## src/rtl/cla_nibble_sequencer.sv

```systemverilog
// -----------------------------------------------------------------------------
// cla_nibble_sequencer
//
// Multi-word addition controller wrapped around an external 4-bit
// carry-lookahead adder stage. One operand pair (plus carry-in) is accepted
// over a valid/ready handshake. The pair is then fed to the CLA one nibble per
// cycle, least-significant nibble first. Each nibble's carry-out is chained into
// the next nibble's carry-in. The assembled sum and the final carry are
// presented on a valid/ready output and held under backpressure.
//
// Ports
//   clk        in   rising-edge clock
//   rst_n      in   asynchronous, active-low reset
//   in_valid   in   operand beat valid
//   in_ready   out  block can accept an operand beat (IDLE only)
//   in_a       in   operand A, 4*NIBBLES bits
//   in_b       in   operand B, 4*NIBBLES bits
//   in_cin     in   carry into bit 0
//   cla_a      out  current nibble of A to the CLA stage (0 outside RUN)
//   cla_b      out  current nibble of B to the CLA stage (0 outside RUN)
//   cla_cin    out  carry to the CLA stage (0 outside RUN)
//   cla_s      in   CLA sum nibble, combinational response to cla_*
//   cla_cout   in   CLA carry-out
//   out_valid  out  result valid (DONE)
//   out_ready  in   consumer accepts result
//   out_sum    out  assembled sum, registered
//   out_cout   out  carry out of bit W-1, registered
//   busy       out  high in RUN and DONE
// -----------------------------------------------------------------------------
module cla_nibble_sequencer #(
  parameter int unsigned NIBBLES = 4
) (
  input  logic                   clk,
  input  logic                   rst_n,
  input  logic                   in_valid,
  output logic                   in_ready,
  input  logic [4*NIBBLES-1:0]   in_a,
  input  logic [4*NIBBLES-1:0]   in_b,
  input  logic                   in_cin,
  output logic [3:0]             cla_a,
  output logic [3:0]             cla_b,
  output logic                   cla_cin,
  input  logic [3:0]             cla_s,
  input  logic                   cla_cout,
  output logic                   out_valid,
  input  logic                   out_ready,
  output logic [4*NIBBLES-1:0]   out_sum,
  output logic                   out_cout,
  output logic                   busy
);

  localparam int unsigned W    = 4 * NIBBLES;
  localparam int unsigned IDXW = $clog2(NIBBLES);
  localparam logic [IDXW-1:0] LAST_IDX = IDXW'(NIBBLES - 1);

  typedef enum logic [1:0] {
    IDLE = 2'd0,
    RUN  = 2'd1,
    DONE = 2'd2
  } state_e;

  state_e          state_q,   state_d;
  logic [IDXW-1:0] idx_q,     idx_d;
  logic [W-1:0]    a_q,       a_d;
  logic [W-1:0]    b_q,       b_d;
  logic            carry_q,   carry_d;
  logic [W-1:0]    sum_q,     sum_d;
  logic [W-1:0]    out_sum_q, out_sum_d;
  logic            out_cout_q, out_cout_d;

  // Nibble base bit offset: idx*4 without a multiplier.
  logic [IDXW+1:0] nib_base;
  assign nib_base = {idx_q, 2'b00};

  // NOTE: every signal written here gets a default first, so no path through
  // the case statement leaves one unassigned and no latch is inferred.
  always_comb begin
    state_d    = state_q;
    idx_d      = idx_q;
    a_d        = a_q;
    b_d        = b_q;
    carry_d    = carry_q;
    sum_d      = sum_q;
    out_sum_d  = out_sum_q;
    out_cout_d = out_cout_q;
    in_ready   = 1'b0;
    out_valid  = 1'b0;
    cla_a      = 4'd0;
    cla_b      = 4'd0;
    cla_cin    = 1'b0;

    unique case (state_q)
      IDLE: begin
        // Held low while reset is asserted so no beat looks accepted.
        in_ready = rst_n;
        if (in_valid) begin
          a_d     = in_a;
          b_d     = in_b;
          carry_d = in_cin;
          idx_d   = '0;
          state_d = RUN;
        end
      end

      RUN: begin
        cla_a   = a_q[nib_base +: 4];
        cla_b   = b_q[nib_base +: 4];
        cla_cin = carry_q;
        sum_d[nib_base +: 4] = cla_s;
        carry_d = cla_cout;
        if (idx_q == LAST_IDX) begin
          // Publish the whole result at once so out_sum never shows a
          // half-assembled value while the next operation is running.
          out_sum_d  = sum_d;
          out_cout_d = cla_cout;
          state_d    = DONE;
        end else begin
          idx_d = idx_q + 1'b1;
        end
      end

      DONE: begin
        out_valid = 1'b1;
        if (out_ready) begin
          state_d = IDLE;
        end
      end

      default: state_d = IDLE;
    endcase
  end

  // NOTE: sequential state uses non-blocking assignments only, so every
  // register samples the pre-edge value of every other register.
  always_ff @(posedge clk or negedge rst_n) begin
    if (!rst_n) begin
      state_q    <= IDLE;
      idx_q      <= '0;
      a_q        <= '0;
      b_q        <= '0;
      carry_q    <= 1'b0;
      sum_q      <= '0;
      out_sum_q  <= '0;
      out_cout_q <= 1'b0;
    end else begin
      state_q    <= state_d;
      idx_q      <= idx_d;
      a_q        <= a_d;
      b_q        <= b_d;
      carry_q    <= carry_d;
      sum_q      <= sum_d;
      out_sum_q  <= out_sum_d;
      out_cout_q <= out_cout_d;
    end
  end

  assign out_sum  = out_sum_q;
  assign out_cout = out_cout_q;
  assign busy     = (state_q != IDLE);

endmodule

```

## config.mk

```make
export PLATFORM = sky130hd
export DESIGN_NAME = cla_nibble_sequencer
export DESIGN_NICKNAME = d
export VERILOG_FILES = /design/src/rtl/cla_nibble_sequencer.sv
export SDC_FILE = /design/constraint.sdc
export NUM_CORES = 1
export LEC_CHECK = 0
export CORE_ASPECT_RATIO = 1.2
export CORE_MARGIN = 4
export CORE_UTILIZATION = 35
export DETAILED_ROUTE_END_ITERATION = 7
export RECOVER_POWER = 25
export SLEW_MARGIN = 40
export SYNTH_ARGS = -nofsm -noshare
export SYNTH_HDL_FRONTEND = slang
export SYNTH_SLANG_ARGS = --single-unit
```

## constraint.sdc

```tcl
create_clock -name clk -period 2.2 [get_ports clk]
set_clock_uncertainty 0.1 [all_clocks]
set_input_delay 0.44 -clock clk [delete_from_list [all_inputs] [get_ports clk]]
set_output_delay 0.44 -clock clk [all_outputs]
set_load 0.05 [all_outputs]
```

==> qor.tcl <==
set qor(outcome) {finished, violations left}
set qor(violated_checks) {max-capacitance violations, max-slew violations, negative setup slack}
set qor(synth.distinct_cells) 38
set qor(area_delta_synth_final_pct) 35.81
set qor(insertion_delay_ps) 330
set qor(power_switching_share_pct) 39.40
set qor(cp_slowest_cell) {mux4_2}
set qor(slew_viol_final) 71
set qor(finalWirelength_um) 7224
set qor(ctsLongestPathBuffers) 2
set qor(critPathMaxFanout) 5
set qor(synth_enable_flop_cells) 0
set qor(cts-buffers-inserted) 9
set qor(design.portCount) 71
set qor(data_arrival_time_of_the_critical_path_ps) 1730
set qor(layout-drive-gt1-share_pct) 31.02
set qor(route.antenna.remaining_nets) 0
set qor(cts-root-buf) {clkbuf_8}
set qor(critPathRequiredTime_ps) 1660
set qor(synth-seq-area-share_pct) 52.77
set qor(num_antenna_cells) 0
set qor(power.net_switching_mw) 3.139
set qor(cp_slowest_stage_delay_ps) 480
set qor(fp.dieArea_um2) 11110
set qor(synthesized_area_fraction_occupied_by_adder_cells_pct) 2.262
set qor(synth_top_flop_cell) {dfrtp_1}
set qor(die_h_um) 114.7
set qor(unrepaired_setup_endpoints_after_global_routing) {true}
set qor(synth.avg_cell_area_um2) 13.12
set qor(cell_internal_pwr_mw) 4.828
set qor(cpLargestDelayFamily) {multiplexers}
set qor(hold_path_class) {register to register}
set qor(worst_ir_drop_vdd_v) 0.001117
set qor(port_buffers) 70
set qor(postSynthCellCount) 253
set qor(clockPowerShare_pct) 17.1
set qor(power_density_nw_per_um2) 1767
set qor(tightestPinTransition_ps) 1716
set qor(period_minus_slack_ps) 2273
set qor(static_leakage_nw) 1.875
set qor(worst_slew_margin_rel_pct) -14.41
set qor(place.gp.congestion) 0.7260
set qor(clk_transition_reported_paths_ps) 70
set qor(number_of_global_route_vias_before_repair) 2424
set qor(design_area_um2) 4508
set qor(wl_per_cell_um) 15.98
set qor(yosys_register_bits) 70
set qor(grt_start_max_net_pins) 71
set qor(max_cap_viol_count) 1
set qor(gr-usage-all-layers_pct) 13.38
set qor(achievable-frequency_ghz) 0.4399
set qor(worst_setup_path_end_kind) {primary output}
set qor(synth_async_sr_flop_share_pct) 100.0
set qor(dieWidth_um) 96.90
set qor(rrSetupSlack_ps) 140
set qor(routed_via_density) 5.042
set qor(final.setup.worst_slack_ps) -73.05
set qor(placement.cell_area_um2) 4172
set qor(setup-violations-final) 8
set qor(htree_num_levels) 3
set qor(grt_antenna_before_repair) 0
set qor(critPathBufInv) 2
set qor(grt.overflow.total) 0
set qor(seqPwrFrac_pct) 28.6
set qor(detail_route.iter0.violations) 81
set qor(post_layout_nets) 375
set qor(grt_first_pass_wirelength_um) 11880
set qor(synth.area.mux_share_pct) 17.53
set qor(synth_nets) 301
set qor(post-dp-hpwl_um) 4970
set qor(hold_viol_final) 0
set qor(post-route-period-util_pct) 103.3
set qor(placeableCoreArea_um2) 9129
set qor(synth-warning-count) 0
set qor(synth_compound_gate_area_share_pct) 11.16
set qor(clock_tree_from_tritoncts) {done}
set qor(criticalPathCategory) {register to primary output}
set qor(cts_setup_buffers) 0
set qor(drc) 0
set qor(clkSinkCount) 70
set qor(routed-via-count) 2279
set qor(drtPass1Iterations) 4
set qor(synth_xor_xnor_area_share_pct) 0
set qor(post_synth_and_or_nand_nor_area_fraction_pct) 11.80
set qor(rows) 38
set qor(holdBufCountCts) 0
set qor(synth_top_family_by_area) {multiplexers}
set qor(preCtsSetupSlack_ps) 190.3
set qor(comb_power_share_pct) 54.3
set qor(start_util_pct) 36.36
set qor(post-route-util_pct) 49.38
set qor(cp_cell_sequence) {clkbuf_16 > mux4_2 > and2_4 > buf_6}
set qor(critPathLaunchType) {register}
set qor(post_synth_instance_area_um2) 3319
==> through the flow <==
step	hold slack (ps)	cells	TNS, ps	power [mW]
2_1_floorplan	44.41	253	0	5.008
3_3_place_gp	361.9	435	0	6.177
3_5_place_dp	373.8	435	0	6.245
4_1_cts	150.7	452	-743.0	8.085
5_1_grt	395.7	452	-922.9	8.418
6_report	387.3	452	-363.8	7.967
==> sequential cells by signal (all words and copies together) (netlist names) <==
register	cells
carry_q	1
b_q	16
out_sum	16
sum_q	16
out_cout	1
state_q	2
a_q	16
idx_q	2
==> cells in the mapped netlist (2+ instances only) <==
| cell type | instances | share of area, % |
|---|---|---|
| a21o_1 | 2 | 0.45 |
| a21oi_1 | 13 | 2.0 |
| a31oi_1 | 4 | 0.75 |
| a32o_1 | 16 | 4.8 |
| a32oi_1 | 4 | 1.1 |
| and2_1 | 9 | 1.7 |
| and4b_2 | 3 | 1.0 |
| and4bb_2 | 2 | 0.75 |
| buf_1 | 4 | 0.45 |
| buf_2 | 5 | 0.75 |
| buf_4 | 2 | 0.45 |
| buf_6 | 4 | 1.4 |
| clkbuf_1 | 4 | 0.45 |
| dfrtp_1 | 70 | 53 |
| ha_1 | 6 | 2.3 |
| inv_1 | 8 | 0.90 |
| mux2_2 | 32 | 11 |
| mux4_1 | 8 | 6.3 |
| nand2_1 | 5 | 0.57 |
| nand2b_1 | 5 | 0.94 |
| nand4_1 | 4 | 0.75 |
| nor2_1 | 13 | 1.5 |
| nor2b_1 | 6 | 1.1 |
| nor3b_4 | 2 | 1.1 |
| o21ai_0 | 5 | 0.75 |
| o22a_1 | 4 | 1.1 |
| or2_2 | 2 | 0.38 |
==> final timing paths <==
| check | startpoint | endpoint | cells after the start |
|---|---|---|---|
| max in group asynchronous | rst_n | idx_q[0] | 2 |
| worst max register to register | idx_q[0] | sum_q[11] | 7 |
| worst min-delay path | sum_q[3] | sum_q[3] | 1 |
| min in group asynchronous | rst_n | out_sum[3] | 2 |
| worst max-delay path | idx_q[0] | cla_b[0] | 4 |
| worst min register to register | sum_q[3] | sum_q[3] | 1 |
==> cells by family (layout without fill, tap and decap cells) <==
| group | after synthesis | after routing |
|---|---|---|
| multiplexers | 41 | 41 |
| AND/OR/NAND/NOR | 59 | 59 |
| buffers and inverters | 28 | 107 |
| AO/OA/AOI/OAI | 49 | 49 |
| flip-flops | 70 | 70 |
| adder cells (fa/ha/maj) | 6 | 6 |
==> per-layer routing <==
layer | global-route usage (%) | share of wire (%) | up-vias
met1 | 16.75 | 45 | 1124
li1 | - | - | 1079
met5 | 0 | 0 | -
met3 | 3.473 | 5.7 | 12
met2 | 21.87 | 48 | 64
met4 | 5.993 | 2.1 | 0
==> layout make-up <==
class / count / area, um2
multi-input combinational: 155 / 1411
clock inverter: 6 / 132.6
timing repair buffer: 82 / 889.6
fill: 834 / 4621
clock buffer: 10 / 137.6
tap: 120 / 150.1
sequential: 70 / 1753
inverter: 9 / 33.78
==> repair_timing <==
item	in CTS	in global routing
setup endpoints to repair	8	8
gates cloned	1	0
pin swaps	7	0
gates resized for setup	33	1
==> layout by cell type (no fill, tap or decap), types with 6 or more instances in the layout <==
cell and count:
buf_8 7, mux4_2 8, clkbuf_8 10, dfrtp_1 69, clkdlybuf4s50_1 57, inv_1 8
nor2_1 13, a21oi_1 13, a32o_1 16, mux2_2 32, buf_4 9, and2_4 9
ha_1 6
==> power by group through the flow <==
stage          sequential, mW  combinational (mW)  clock [mW]
3_3_place_gp             2.25                3.93           0
3_5_place_dp             2.28                3.97           0
6_report                 2.27                4.33        1.37
4_1_cts                  2.29                4.38        1.41
5_1_grt                  2.35                4.60        1.46
2_1_floorplan            2.73                2.27           0
No activity file was read; power rests on OpenSTA's default activity.
